==> config.mk <==
export PLATFORM = sky130hd
export DESIGN_NAME = note_sequencer
export DESIGN_NICKNAME = d
export VERILOG_FILES = /design/src/rtl/note_sequencer_pkg.sv /design/src/rtl/note_sequencer_rom.sv /design/src/rtl/note_sequencer.sv
export SDC_FILE = /design/constraint.sdc
export NUM_CORES = 1
export LEC_CHECK = 0
export ABC_CLOCK_PERIOD_IN_PS = 2400
export BUFFER_PORTS_ARGS = -buffer_cell sky130_fd_sc_hd__buf_2
export CORE_MARGIN = 2
export CORE_UTILIZATION = 50
export DETAILED_ROUTE_END_ITERATION = 10
export HOLD_SLACK_MARGIN = 0.12
export PLACE_DENSITY = 0.73
export SLEW_MARGIN = 20
export SYNTH_ARGS = -nofsm -noshare
export SYNTH_HDL_FRONTEND = slang
export SYNTH_SLANG_ARGS = --single-unit
export TNS_END_PERCENT = 20
==> constraint.sdc <==
create_clock -name clk -period 2.4 [get_ports clk]
set_input_delay 0.12 -clock clk [delete_from_list [all_inputs] [get_ports clk]]
set_output_delay 0.12 -clock clk [all_outputs]
set_load 0.02 [all_outputs]
==> src/rtl/note_sequencer_pkg.sv <==
// Shared soundgen definitions: sequencer state encoding, ROM entry field
// widths, the end-of-melody marker and melody table selectors.
package note_sequencer_pkg;

    // Sequencer states; IDLE is the reset state.
    typedef enum logic [1:0] {
        ST_IDLE = 2'd0,
        ST_LOAD = 2'd1,
        ST_PLAY = 2'd2,
        ST_GAP  = 2'd3
    } seq_state_t;

    // ROM entry is {period[N-1:0], dur[DUR_W-1:0]}; dur counts ticks.
    localparam int DUR_W = 4;

    // A duration of zero marks the end of the melody.
    localparam logic [DUR_W-1:0] DUR_END = '0;

    // Melody tables available in note_rom.
    localparam int MELODY_DEMO  = 0;
    localparam int MELODY_SCALE = 1;

    // Counter width able to hold 0..n-1, never narrower than one bit.
    function automatic int cnt_width(input int n);
        return (n > 1) ? $clog2(n) : 1;
    endfunction

endpackage

==> src/rtl/note_sequencer_rom.sv <==
// Melody table: combinational lookup of {period, dur} by step index.
// Swapping melodies only touches this file (or the MELODY selector).
module note_rom
    import note_sequencer_pkg::*;
#(
    parameter int N      = 8,
    parameter int STEPS  = 16,
    parameter int MELODY = MELODY_DEMO
) (
    input  logic [$clog2(STEPS)-1:0] idx,
    output logic [N-1:0]             period,
    output logic [DUR_W-1:0]         dur
);

    // Table lookup; unlisted demo entries read as end markers.
    always_comb begin
        period = '0;
        dur    = DUR_END;
        if (MELODY == MELODY_SCALE) begin
            // Rising scale, one tick per note, no end marker.
            period = N'(10 * (int'(idx) + 1));
            dur    = DUR_W'(1);
        end else begin
            case (int'(idx))
                0: begin
                    period = N'(100);
                    dur    = DUR_W'(2);
                end
                1: begin
                    period = '0;          // rest
                    dur    = DUR_W'(1);
                end
                2: begin
                    period = N'(50);
                    dur    = DUR_W'(3);
                end
                default: begin
                    period = '0;
                    dur    = DUR_END;
                end
            endcase
        end
    end

endmodule

==> src/rtl/note_sequencer.sv <==
// Melody sequencer: walks the note ROM, holding each tone for dur ticks
// followed by a silent gap, and drives a tone/PWM generator.
//
// Output timing: every output is a register loaded from the state the FSM
// was in during the previous cycle, so outputs trail the state by one
// cycle. This puts note_strobe and the new tone_period in the cycle after
// edge k+2 when start is sampled at edge k. note_strobe is a one-cycle
// pulse that qualifies tone_period; the downstream generator has no
// back-pressure, so there is no ready signal. done pulses in the cycle
// the end-of-melody decision is taken; stop and reset never raise it.
module note_sequencer
    import note_sequencer_pkg::*;
#(
    parameter int N         = 8,
    parameter int STEPS     = 16,
    parameter int TICK_DIV  = 12000,
    parameter int GAP_TICKS = 1,
    parameter int MELODY    = MELODY_DEMO
) (
    input  logic                     clk,
    input  logic                     reset,
    input  logic                     start,
    input  logic                     stop,
    input  logic                     loop_en,
    output logic [N-1:0]             tone_period,
    output logic                     tone_en,
    output logic                     note_strobe,
    output logic [$clog2(STEPS)-1:0] step_idx,
    output logic                     playing,
    output logic                     done,
    output seq_state_t               dbg_state
);

    localparam int SW = $clog2(STEPS);
    localparam int TW = cnt_width(TICK_DIV);
    localparam int NW = cnt_width((GAP_TICKS > 16) ? GAP_TICKS : 16);

    localparam logic [TW-1:0] TICK_LAST = TW'(TICK_DIV - 1);
    localparam logic [NW-1:0] GAP_LAST  = NW'(GAP_TICKS - 1);
    localparam logic [SW-1:0] STEP_LAST = SW'(STEPS - 1);

    seq_state_t       state;
    logic [SW-1:0]    step_q;
    logic [N-1:0]     period_q;
    logic [DUR_W-1:0] dur_q;
    logic [TW-1:0]    tick_cnt;   // clk cycles within the current tick
    logic [NW-1:0]    tick_num;   // ticks elapsed in the current PLAY/GAP

    logic [N-1:0]     rom_period;
    logic [DUR_W-1:0] rom_dur;

    note_rom #(
        .N      (N),
        .STEPS  (STEPS),
        .MELODY (MELODY)
    ) u_rom (
        .idx    (step_q),
        .period (rom_period),
        .dur    (rom_dur)
    );

    assign dbg_state = state;

    // Sequencer FSM with its tick/duration counters and registered outputs.
    always_ff @(posedge clk) begin
        note_strobe <= 1'b0;
        done        <= 1'b0;
        if (reset) begin
            state       <= ST_IDLE;
            step_q      <= '0;
            period_q    <= '0;
            dur_q       <= '0;
            tick_cnt    <= '0;
            tick_num    <= '0;
            tone_period <= '0;
            tone_en     <= 1'b0;
            step_idx    <= '0;
            playing     <= 1'b0;
        end else if (stop) begin
            // Abort: outputs clear together with the state, no done pulse.
            state       <= ST_IDLE;
            step_q      <= '0;
            period_q    <= '0;
            dur_q       <= '0;
            tick_cnt    <= '0;
            tick_num    <= '0;
            tone_period <= '0;
            tone_en     <= 1'b0;
            step_idx    <= '0;
            playing     <= 1'b0;
        end else begin
            case (state)
                ST_IDLE: begin
                    tone_period <= '0;
                    tone_en     <= 1'b0;
                    step_idx    <= '0;
                    playing     <= 1'b0;
                    step_q      <= '0;
                    if (start) begin
                        state <= ST_LOAD;
                    end
                end

                ST_LOAD: begin
                    // tone_period keeps the previous note's value here.
                    tone_en  <= 1'b0;
                    step_idx <= step_q;
                    playing  <= 1'b1;
                    if (rom_dur == DUR_END) begin
                        step_q <= '0;
                        if (!loop_en) begin
                            state <= ST_IDLE;
                            done  <= 1'b1;
                        end
                    end else begin
                        period_q <= rom_period;
                        dur_q    <= rom_dur;
                        tick_cnt <= '0;
                        tick_num <= '0;
                        state    <= ST_PLAY;
                    end
                end

                ST_PLAY: begin
                    tone_period <= period_q;
                    tone_en     <= (period_q != '0);
                    step_idx    <= step_q;
                    playing     <= 1'b1;
                    // Counters are both zero only in the first PLAY cycle.
                    note_strobe <= (tick_cnt == '0) && (tick_num == '0);
                    if (tick_cnt == TICK_LAST) begin
                        tick_cnt <= '0;
                        if (tick_num == NW'(dur_q - DUR_W'(1))) begin
                            tick_num <= '0;
                            state    <= ST_GAP;
                        end else begin
                            tick_num <= tick_num + NW'(1);
                        end
                    end else begin
                        tick_cnt <= tick_cnt + TW'(1);
                    end
                end

                ST_GAP: begin
                    tone_en  <= 1'b0;
                    step_idx <= step_q;
                    playing  <= 1'b1;
                    if (tick_cnt == TICK_LAST) begin
                        tick_cnt <= '0;
                        if (tick_num == GAP_LAST) begin
                            tick_num <= '0;
                            if (step_q == STEP_LAST) begin
                                // Ran off the end of the table without a marker.
                                step_q <= '0;
                                if (loop_en) begin
                                    state <= ST_LOAD;
                                end else begin
                                    state <= ST_IDLE;
                                    done  <= 1'b1;
                                end
                            end else begin
                                step_q <= step_q + SW'(1);
                                state  <= ST_LOAD;
                            end
                        end else begin
                            tick_num <= tick_num + NW'(1);
                        end
                    end else begin
                        tick_cnt <= tick_cnt + TW'(1);
                    end
                end

                default: begin
                    state <= ST_IDLE;
                end
            endcase
        end
    end

endmodule

==> results of run 1 <==
-- cells by family after synthesis --
| group | Yosys count |
|---|---|
| and+or+nand+nor | 107 |
| other | 1 |
| DFF | 40 |
| buffers and inverters | 28 |
| xor gates and xnor gates | 11 |
| muxes | 1 |
| AOI/OAI and AO/OA | 52 |
| adders and majority gates | 13 |
-- sequential cells by signal, indices dropped and copies added (netlist names), named ones only --
name / count
step_idx: 4
tone_en: 1
step_q: 4
dur_q: 2
note_strobe: 1
tick_num: 4
tick_cnt: 14
dbg_state: 1
tone_period: 3
playing: 1
period_q: 3
done: 1
-- area by class of cell --
type | instances | area [µm²]
fillers | 372 | 1700
multi-input cells | 187 | 1240
repair buffers | 23 | 125
clock buffers | 7 | 96.3
inverters | 16 | 60.1
flip-flops and latches | 40 | 801
well taps | 50 | 62.6
-- critical path: stages, from the launching register on --
cell and delay (ns):
dfxtp_1 0.40, inv_1 0.11, ha_1 0.29, o21ai_0 0.22, o311ai_4 0.36, o21ai_4 0.44
o21ai_0 0.15, o2bb2ai_1 0.14
-- power by group through the flow --
stage               sequential (µW)  clock, µW  combinational, µW
detailed placement              686          0               71.6
CTS                             670        485               72.0
floorplan                       687          0               58.1
global route                    671        513               82.1
global placement                686          0               69.7
finish                          671        471               74.0
-- final timing paths --
check / startpoint / to / slack (ns) / depth (start not counted)
hold reg to reg: dur_q[1]$_SDFFE_PP0P_ / dur_q[1]$_SDFFE_PP0P_ / 0.48 / 2
hold / removal: loop_en / done$_SDFF_PP0_ / 0.17 / 3
setup / recovery: register / tick_num[3]$_SDFFE_PP0P_ / 0.18 / 7
setup reg to reg: register / tick_num[3]$_SDFFE_PP0P_ / 0.18 / 7
-- through the flow --
stage / std cells / area [µm²] / hold slack (ns) / worst slack [ns] / power (µW)
final: 323 / 2390 / 0.166 / 0.179 / 1220
after global routing: 323 / 2390 / 0.135 / 0.00202 / 1270
after CTS: 323 / 2370 / 0.137 / 0.0109 / 1230
after detailed placement: 316 / 2270 / 0.438 / 0.0216 / 758
after global placement: 316 / 2260 / 0.450 / -0.124 / 756
after floorplan: 255 / 2170 / 0.278 / 0.314 / 745
-- cells in the final DEF, fill, tap and decap left out, types with 6 or more instances in the layout --
| cell | netlist | final |
|---|---|---|
| nand3_1 | 6 | 6 |
| dfxtp_1 | 40 | 40 |
| nor3_1 | 15 | 14 |
| inv_1 | 16 | 16 |
| xnor2_1 | 9 | 9 |
| o21ai_0 | 13 | 13 |
| buf_2 | 1 | 19 |
| nor2_1 | 24 | 24 |
| ha_1 | 13 | 13 |
| or3_1 | 6 | 6 |
| clkbuf_8 | 1 | 7 |
| nand2_1 | 24 | 24 |
| a21oi_1 | 15 | 15 |
-- metal layers --
metal	vias up	part of all wire	global-route usage	routed length, µm
li1	929	-	-	-
met1	860	0.48	0.258	2140
met2	35	0.46	0.308	2030
met3	6	0.041	0.0494	183
met4	0	0.014	0.0684	61
met5	-	0	0	0
==> metrics.log, run 1 <==
INFO  metric postRouteWirelength = 4420 µm
INFO  metric gpl.final_weighted_congestion = between 0.8 and 0.9
INFO  metric holdBufCountCts = 0
INFO  metric transition_time_of_the_tightest_slew_check_pin = 0.844 ns
INFO  metric final-hold-violation-count = 0
INFO  metric n_antenna_cell = 0
INFO  metric buffer_ports.inserted = 19
INFO  metric number_of_routed_nets_with_antenna_violations = 0
INFO  metric clkLatencyLatePin = 0.29 ns
INFO  metric ys_seq_area_frac = 0.370
INFO  metric vias = 1830
INFO  metric synth-seq-cells = 40
INFO  metric grt_overflow_total = 0
INFO  metric critical_path_arrival = 2.40 ns
INFO  metric min_path_type = in2reg
INFO  metric detailedRoute.firstIterationViolations = between 100 and 150
INFO  metric maxCapViolCount = 0
INFO  metric routed_wire_length_per_instance = 13.7 µm
INFO  metric synth.top_cells.by_count = dfxtp_1, nand2_1, nor2_1
INFO  metric placeableCoreArea = around 4100 µm²
INFO  metric place_hpwl = between 3000 and 4000 µm
INFO  metric vdd.ir_drop.worst = between 0.2 and 0.3 mV
INFO  metric global_route.usage.total = 0.195
INFO  metric timing.final.max_slew_violations = 0
INFO  metric drive_above_1_share = 0.172
INFO  metric netlist.area_leader.share = 0.370
INFO  metric synth_edf_count = 0
INFO  metric p_per_area = 509 nW/µm²
INFO  metric drc = 0
INFO  metric area_growth = 10.3%
INFO  metric synth_top_family_by_area = simple AND/OR/NAND/NOR gates
INFO  metric clock_tree.root_cell = clkbuf_8
INFO  metric yosysUniqueCellTypes = between 50 and 60
INFO  metric ctsLongestPathBuffers = 2
INFO  metric largest_net_degree_at_the_start_of_global_routing = 22
INFO  metric first_pass_iters = 4
INFO  metric timing.setup.critical_path_class = reg2reg
INFO  metric fin_setup_tns = 0 ns
INFO  metric synth.yosys.warnings = 0
INFO  metric floorplan.rows = 23
INFO  metric syn-cell-area = 2170 µm²
INFO  metric fmax_achieved = 450 MHz
INFO  metric syn_inst = 253
INFO  metric start_kind = register
INFO  metric crit_path_end_kind = register
INFO  metric path_max_fanout = 19
INFO  metric synth_xor_area_frac = 0.0445
INFO  metric critPathRequiredTime = roughly 2.6 ns
INFO  metric antenna_found_initial = 0
INFO  metric cts.htree.levels = 2
INFO  metric setup_viol_count_final = 0
INFO  metric power.clock.fraction = 0.387
INFO  metric grt_pass1_wl = 7810 µm
INFO  metric outcome = finished, final reports clean
INFO  metric initial_core_util = 0.530
INFO  metric average_via_count_per_standard_cell = 5.67
INFO  metric cell_int_power = 946 µW
INFO  metric die_h = 69.8 µm
INFO  metric p_sw = 269 µW
INFO  metric period_needed = ~2.2 ns
INFO  metric synth.top_cells.by_area = dfxtp_1, ha_1, nand2_1, nor2_1, xnor2_1
INFO  metric first_global_vias = 1757
INFO  metric cts.sink_count = 40
INFO  metric synth_largest_area_cell = dfxtp_1
INFO  metric p_seq_frac = 0.552
INFO  metric asyncSetResetFlopFracSynth = 0
INFO  metric postCtsSetupRepairBufs = 0
INFO  metric clkTransAtPathRegs = 0.07 ns
INFO  metric die_area = 4870 µm²
INFO  metric chipWidth = 69.8 µm
INFO  metric postSynth.topFlopCell = dfxtp_1
INFO  metric grt_setup_unrepaired = no
INFO  metric tritoncts.num_buffers = 5
INFO  metric clock_skew = approximately 0.0047 ns
INFO  metric synth_most_common_cell = dfxtp_1
INFO  metric post_synth_mux_area_share = 0.00462
INFO  metric post_synthesis_compound_gate_area_fraction = 0.163
INFO  metric nets_finish = approximately 290
INFO  metric relSlewSlack = 0.436
INFO  metric cts_repair_resize_count = 0
INFO  metric final_core_util = 0.585
INFO  metric cts_tree = built
INFO  metric logic_gate_share_of_total_power = 0.061
INFO  metric syn_avg_cell_area = 8.56 µm²
INFO  metric synth_area_in_simple_gates = 0.269
INFO  metric pin_count = 23
INFO  metric final.period_utilization = 0.925
INFO  metric netSwitchingFraction = 0.222
INFO  metric total_leakage_power = 0.000876 µW
INFO  metric post_synth_fa_ha_maj_area_fraction = 0.0751
Power figures use the tool's default switching activity.
==> inputs of run 2 (changes only) <==
- ABC_AREA: unset -> 1
- PLACE_DENSITY: 0.73 -> 0.72
==> metrics.log, run 2 <==
INFO  metric largest_net_degree_at_the_start_of_global_routing = 14
INFO  metric clkTransAtPathRegs = 0.08 ns
INFO  metric vdd.ir_drop.worst = 0.304 mV
INFO  metric synth-seq-cells = 40
INFO  metric logic_gate_share_of_total_power = 0.090
INFO  metric initial_core_util = 0.524
INFO  metric start_kind = register
INFO  metric cts.sink_count = 40
INFO  metric maxCapViolCount = 0
INFO  metric cts_repair_resize_count = 0
INFO  metric grt_setup_unrepaired = no
INFO  metric final_common_cell = nand2_1
INFO  metric synth.yosys.warnings = 0
INFO  metric postSynth.topFlopCell = dfxtp_1
INFO  metric area_growth = 9.19%
INFO  metric critical_path.reg2reg.endpoint = tick_cnt[2]$_SDFFE_PP0P_
INFO  metric timing.critical_path.max_delay_family = simple AND/OR/NAND/NOR gates
INFO  metric drc = 0
INFO  metric grt_pass1_wl = 7980 µm
INFO  metric timing.reg2reg.setup_slack = between 0.3 and 0.4 ns
INFO  metric yosysUniqueCellTypes = 37
INFO  metric detailedRoute.firstIterationViolations = approximately 160
INFO  metric n_antenna_cell = 0
INFO  metric timing.reg2reg.worst_path_depth = 11
INFO  metric power.clock.fraction = 0.420
INFO  metric antenna_found_initial = 0
INFO  metric clock_skew = between 0.008 and 0.009 ns
INFO  metric synth.top_cells.by_count = nand2_1, inv_1, dfxtp_1, nor2_1, nand3_1
INFO  metric worst_hold_path_cells = 3
INFO  metric worst_hold_slack_across_all_endpoints = 0.196 ns
INFO  metric synth_most_common_cell = nand2_1
INFO  metric dr_wl_met3 = between 200 and 250 µm
INFO  metric place_hpwl = 3580 µm
INFO  metric n_fill_cell = 412
INFO  metric synth_edf_count = 0
INFO  metric p_per_area = roughly 550 nW/µm²
INFO  metric postCtsSetupRepairBufs = 0
INFO  metric ctsLongestPathBuffers = 2
INFO  metric crit_path_end_kind = register
INFO  metric postRouteWirelength = 4680 µm
INFO  metric finalNonFillerCells = 390
INFO  metric final.period_utilization = 0.862
INFO  metric min_path_type = in2reg
INFO  metric maxUsedRoutingLayer = met4
INFO  metric timing.final.max_slew_violations = 0
INFO  metric cell_int_power = 1050 µW
INFO  metric outcome = finished, final reports clean
INFO  metric placed_cells = 382
INFO  metric global_route.usage.total = 0.199
INFO  metric chipWidth = 72.0 µm
INFO  metric ys_seq_area_frac = 0.346
INFO  metric critical-path-max-stage-delay = 0.48 ns
INFO  metric syn-cell-area = 2310 µm²
INFO  metric placeableCoreArea = 4410 µm²
INFO  metric gpl.final_weighted_congestion = slightly above 0.9
INFO  metric floorplan.rows = 24
INFO  metric syn_avg_cell_area = around 7.3 µm²
INFO  metric whs_endpoint = done$_SDFF_PP0_
INFO  metric tritoncts.num_buffers = 5
INFO  metric clock_tree.root_cell = clkbuf_8
INFO  metric fmax_achieved = 483 MHz
INFO  metric highest_count_cells_in_the_layout_ignoring_fill_and_taps = nand2_1, inv_1, nor2_1, dfxtp_1, nand3_1
INFO  metric final-hold-violation-count = 0
INFO  metric asyncSetResetFlopFracSynth = 0
INFO  metric cts.htree.levels = 2
INFO  metric average_via_count_per_standard_cell = 5.04
INFO  metric fin_setup_tns = 0 ns
INFO  metric place_area = 2410 µm²
INFO  metric netSwitchingFraction = 0.242
INFO  metric cts_tree = built
INFO  metric hold_start = loop_en
INFO  metric met2_length = approximately 2000 µm
INFO  metric period_needed = between 2 and 2.5 ns
INFO  metric buffer_ports.inserted = 19
INFO  metric largest-register = tick_cnt
INFO  metric drive_above_1_share = 0.169
INFO  metric wl_met1 = 2390 µm
INFO  metric synth_largest_area_cell = dfxtp_1
INFO  metric netlist.area_leader.share = 0.346
INFO  metric critical_path_arrival = 2.30 ns
INFO  metric nets_finish = 355
INFO  metric path_cells = inv_1, ha_1, nor2_4, nand2_1, nand2_4, inv_2, o21ai_4, nand2_4, inv_2, o21ai_0, a21oi_1
INFO  metric routed_wire_length_per_instance = 12.0 µm
INFO  metric pin_count = 23
INFO  metric critical_path.slowest_cell = dfxtp_1
INFO  metric layout.cell_area.non_filler = 2530 µm²
INFO  metric synth.top_cells.by_area = dfxtp_1, nand2_1, ha_1, inv_1, nor2_1
INFO  metric first_pass_iters = 4
INFO  metric first_global_vias = approximately 1800
INFO  metric holdBufCountCts = 0
INFO  metric timing.setup.critical_path_class = reg2reg
INFO  metric critPathRequiredTime = 2.63 ns
INFO  metric setup_viol_count_final = 0
INFO  metric grt_overflow_total = 0
INFO  metric p_seq_frac = 0.490
INFO  metric p_sw = 335 µW
INFO  metric clkLatencyLatePin = 0.29 ns
INFO  metric largest_reg_flops = 14
INFO  metric path_max_fanout = 13
INFO  metric number_of_routed_nets_with_antenna_violations = 0
INFO  metric die_h = 72.0 µm
INFO  metric die_area = roughly 5200 µm²
INFO  metric total_leakage_power = 0.00106 µW
INFO  metric vias = between 1500 and 2000
INFO  metric r2r-start = dbg_state[0]$_SDFFE_PP0P_
INFO  metric critical_path.n_buffers_inverters = 3
INFO  metric syn_inst = 319
[run 2: cell types whose count changed in the layout (fill, tap and decap cells not counted), sizes merged, moves of 6 or more]
cell | before | now
or3 | 6 | 0
nor2 | 24 | 47
nand2 | 24 | 74
nand3 | 6 | 22
inv | 16 | 45
and3 | 7 | 0
xnor2 | 9 | 1
[run 2: stage by stage]
step,utilization,total power [µW],setup WS [ns]
3_3_place_gp,0.545,816,0.426
6_report,0.573,1380,0.331
3_5_place_dp,0.545,817,0.321
4_1_cts,0.573,1390,0.301
2_1_floorplan,-,798,0.508
5_1_grt,0.573,1440,0.0670
[run 2: kinds of logic after synthesis]
logic type      after synthesis  share of synthesized area
other cells                   1                    0.00162
xor+xnor                      4                     0.0151
fa+ha+maj                    13                     0.0703
buf+inv                      57                      0.112
compound gates               40                      0.110
flops                        40                      0.346
simple gates                164                      0.344
[run 2: tightest hold or removal path: stages]
cell and delay (ns):
buf_2 0.10, nor2_1 0.04, o21a_1 0.18
[run 2: worst max path at each step]
stage / start / endpoint / cells after the start
finish: dbg_state[0]$_SDFFE_PP0P_ / tick_cnt[2]$_SDFFE_PP0P_ / 11
global route: dbg_state[0]$_SDFFE_PP0P_ / tick_cnt[10]$_SDFFE_PP0P_ / 11
CTS: dbg_state[0]$_SDFFE_PP0P_ / tick_cnt[2]$_SDFFE_PP0P_ / 11
floorplan: dbg_state[0]$_SDFFE_PP0P_ / tick_cnt[7]$_SDFFE_PP0P_ / 11
global placement: dbg_state[0]$_SDFFE_PP0P_ / tick_cnt[10]$_SDFFE_PP0P_ / 11
detailed placement: dbg_state[0]$_SDFFE_PP0P_ / tick_cnt[10]$_SDFFE_PP0P_ / 11
[run 2: final cells by class]
type                       instances  area (µm²)  share of cell area
timing repair buffer              21         110              0.0436
multi-input combinational        224        1260               0.499
clock inverter                     2        38.8              0.0153
inverter                          45         169              0.0668
sequential                        40         801               0.317
tap                               52        65.1              0.0257
clock buffer                       6        82.6              0.0327
[run 2: layer usage]
metal / up-vias / global-route usage
li1: 1043 / -
met1: 870 / 0.288
met2: 42 / 0.285
met3: 9 / 0.0417
met4: 0 / 0.0881
met5: - / 0
[run 2: power groups by stage]
stage | registers [µW] | clock network [µW] | logic [µW]
2_1_floorplan | 695 | 0 | 103
3_3_place_gp | 693 | 0 | 123
3_5_place_dp | 694 | 0 | 124
4_1_cts | 678 | 590 | 125
5_1_grt | 679 | 618 | 141
6_report | 678 | 580 | 125
==> inputs of run 3 (changes only) <==
- CAP_MARGIN: unset -> 20
- CORE_MARGIN: 2 -> 4
==> metrics.log, run 3 (synthesis results as in run 2) <==
INFO  metric grt_setup_unrepaired = no
INFO  metric critPathRequiredTime = ~2.6 ns
INFO  metric pin_count = 23
INFO  metric global_route.usage.total = 0.173
INFO  metric critical_path.slowest_cell = dfxtp_1
INFO  metric floorplan.rows = 24
INFO  metric tritoncts.num_buffers = 5
INFO  metric min_path_type = in2reg
INFO  metric finalNonFillerCells = 389
INFO  metric path_cells = inv_1, ha_1, nor2_4, nand2_1, nand2_4, inv_2, o21ai_4, nand2_4, inv_2, o21ai_0, a21oi_1
INFO  metric cell_int_power = 964 µW
INFO  metric maxCapViolCount = 0
INFO  metric fin_setup_tns = 0 ns
INFO  metric clkTransAtPathRegs = around 0.070 ns
INFO  metric total_leakage_power = about 0.0010 µW
INFO  metric routed_wire_length_per_instance = ~12 µm
INFO  metric initial_core_util = 0.524
INFO  metric postCtsSetupRepairBufs = 0
INFO  metric cts_repair_resize_count = 0
INFO  metric final-hold-violation-count = 0
INFO  metric placed_cells = 382
INFO  metric number_of_routed_nets_with_antenna_violations = 0
INFO  metric critical-path-max-stage-delay = 0.48 ns
INFO  metric holdBufCountCts = 0
INFO  metric die_h = 76.0 µm
INFO  metric p_sw = 310 µW
INFO  metric netSwitchingFraction = 0.244
INFO  metric vias = 1987
INFO  metric cts.htree.levels = 2
INFO  metric largest_reg_flops = 14
INFO  metric outcome = finished, final reports clean
INFO  metric average_via_count_per_standard_cell = 5.11
INFO  metric cts.sink_count = 40
INFO  metric antenna_found_initial = 0
INFO  metric power.clock.fraction = 0.368
INFO  metric grt_overflow_total = 0
INFO  metric worst_hold_slack_across_all_endpoints = 0.177 ns
INFO  metric nets_finish = 355
INFO  metric die_area = 5780 µm²
INFO  metric drive_above_1_share = 0.166
INFO  metric clkLatencyLatePin = 0.29 ns
INFO  metric buffer_ports.inserted = 19
INFO  metric final.period_utilization = 0.882
INFO  metric period_needed = 2.12 ns
INFO  metric p_per_area = 509 nW/µm²
INFO  metric highest_count_cells_in_the_layout_ignoring_fill_and_taps = nand2_1, inv_1, nor2_1, dfxtp_1, nand3_1
INFO  metric detailedRoute.firstIterationViolations = 134
INFO  metric critical_path.n_buffers_inverters = 3
INFO  metric logic_gate_share_of_total_power = 0.100
INFO  metric critical_path_arrival = 2.34 ns
INFO  metric setup_viol_count_final = 0
INFO  metric gpl.final_weighted_congestion = 0.887
INFO  metric first_global_vias = between 1500 and 2000
INFO  metric postRouteWirelength = 4740 µm
INFO  metric p_seq_frac = 0.532
INFO  metric area_growth = 8.11%
INFO  metric vdd.ir_drop.worst = roughly 0.45 mV
INFO  metric timing.setup.critical_path_class = reg2reg
INFO  metric clock_skew = 0.00384 ns
INFO  metric timing.critical_path.max_delay_family = simple AND/OR/NAND/NOR gates
INFO  metric first_pass_iters = 4
INFO  metric largest-register = tick_cnt
INFO  metric chipWidth = 76.0 µm
INFO  metric timing.final.max_slew_violations = 0
INFO  metric place_hpwl = 3640 µm
INFO  metric clock_tree.root_cell = clkbuf_8
INFO  metric drc = 0
INFO  metric path_max_fanout = 13
INFO  metric ctsLongestPathBuffers = 2
INFO  metric placeableCoreArea = ~4400 µm²
INFO  metric n_antenna_cell = 0
INFO  metric grt_pass1_wl = 8400 µm
INFO  metric cts_tree = built
INFO  metric largest_net_degree_at_the_start_of_global_routing = 14
INFO  metric fmax_achieved = 472 MHz
INFO  metric timing.reg2reg.setup_slack = 0.28 ns
INFO  metric start_kind = register
INFO  metric crit_path_end_kind = register
INFO  metric final_common_cell = nand2_1
==> run 3: changes by cell type in the layout (fill, tap and decap cells not counted) <==
| cell | before | now |
|---|---|---|
| clkinv_4 | 1 | 0 |
| bufinv_16 | 1 | 0 |
| clkbuf_8 | 6 | 7 |
==> run 3: layer usage <==
metal | wire length [µm] | up-vias | share of wire | global-route usage
met5 | 0 | - | 0 | 0
met2 | 2190 | 26 | 0.46 | 0.263
met4 | 60 | 0 | 0.013 | 0.0498
met1 | 2340 | 908 | 0.49 | 0.244
met3 | 155 | 6 | 0.033 | 0.0402
li1 | - | 1047 | - | -
==> run 3: stage by stage <==
stage / cell area, µm² / util / total power, µW / setup WS (ns)
finish: 2500 / 0.567 / 1270 / 0.283
global route: 2500 / 0.567 / 1350 / 0.0893
CTS: 2500 / 0.567 / 1300 / 0.266
detailed placement: 2410 / 0.545 / 820 / 0.299
global placement: 2410 / 0.545 / 817 / 0.433
floorplan: 2320 / - / 798 / 0.508
==> run 3: worst reg2reg max path, cell delays in order (launching register included) <==
cell and delay (ns):
dfxtp_1 0.48, inv_1 0.10, ha_1 0.25, nor2_4 0.17
nand2_1 0.12, nand2_4 0.20, inv_2 0.11, o21ai_4 0.10
nand2_4 0.17, inv_2 0.13, o21ai_0 0.09, a21oi_1 0.12
==> run 3: area by class of cell <==
type                            count  area, µm²
Multi-Input combinational cell    224       1260
Timing Repair Buffer               21        110
Tap cell                           52       65.1
Sequential cell                    40        801
Fill cell                         413       1910
Inverter                           45        169
Clock buffer                        7       96.3
==> run 3: final timing paths <==
path,start,to,depth (start not counted)
min,loop_en,done$_SDFF_PP0_,3
min reg2reg,tone_period[5]$_SDFFE_PP0P_,tone_period[5]$_SDFFE_PP0P_,2
max,dbg_state[0]$_SDFFE_PP0P_,tick_cnt[10]$_SDFFE_PP0P_,11
max reg2reg,dbg_state[0]$_SDFFE_PP0P_,tick_cnt[10]$_SDFFE_PP0P_,11
==> run 3: power groups by stage <==
stage / Clock (µW) / Combinational, µW / Sequential (µW)
global route: 524 / 142 / 679
global placement: 0 / 124 / 693
floorplan: 0 / 103 / 695
detailed placement: 0 / 127 / 693
CTS: 490 / 127 / 678
finish: 469 / 127 / 678
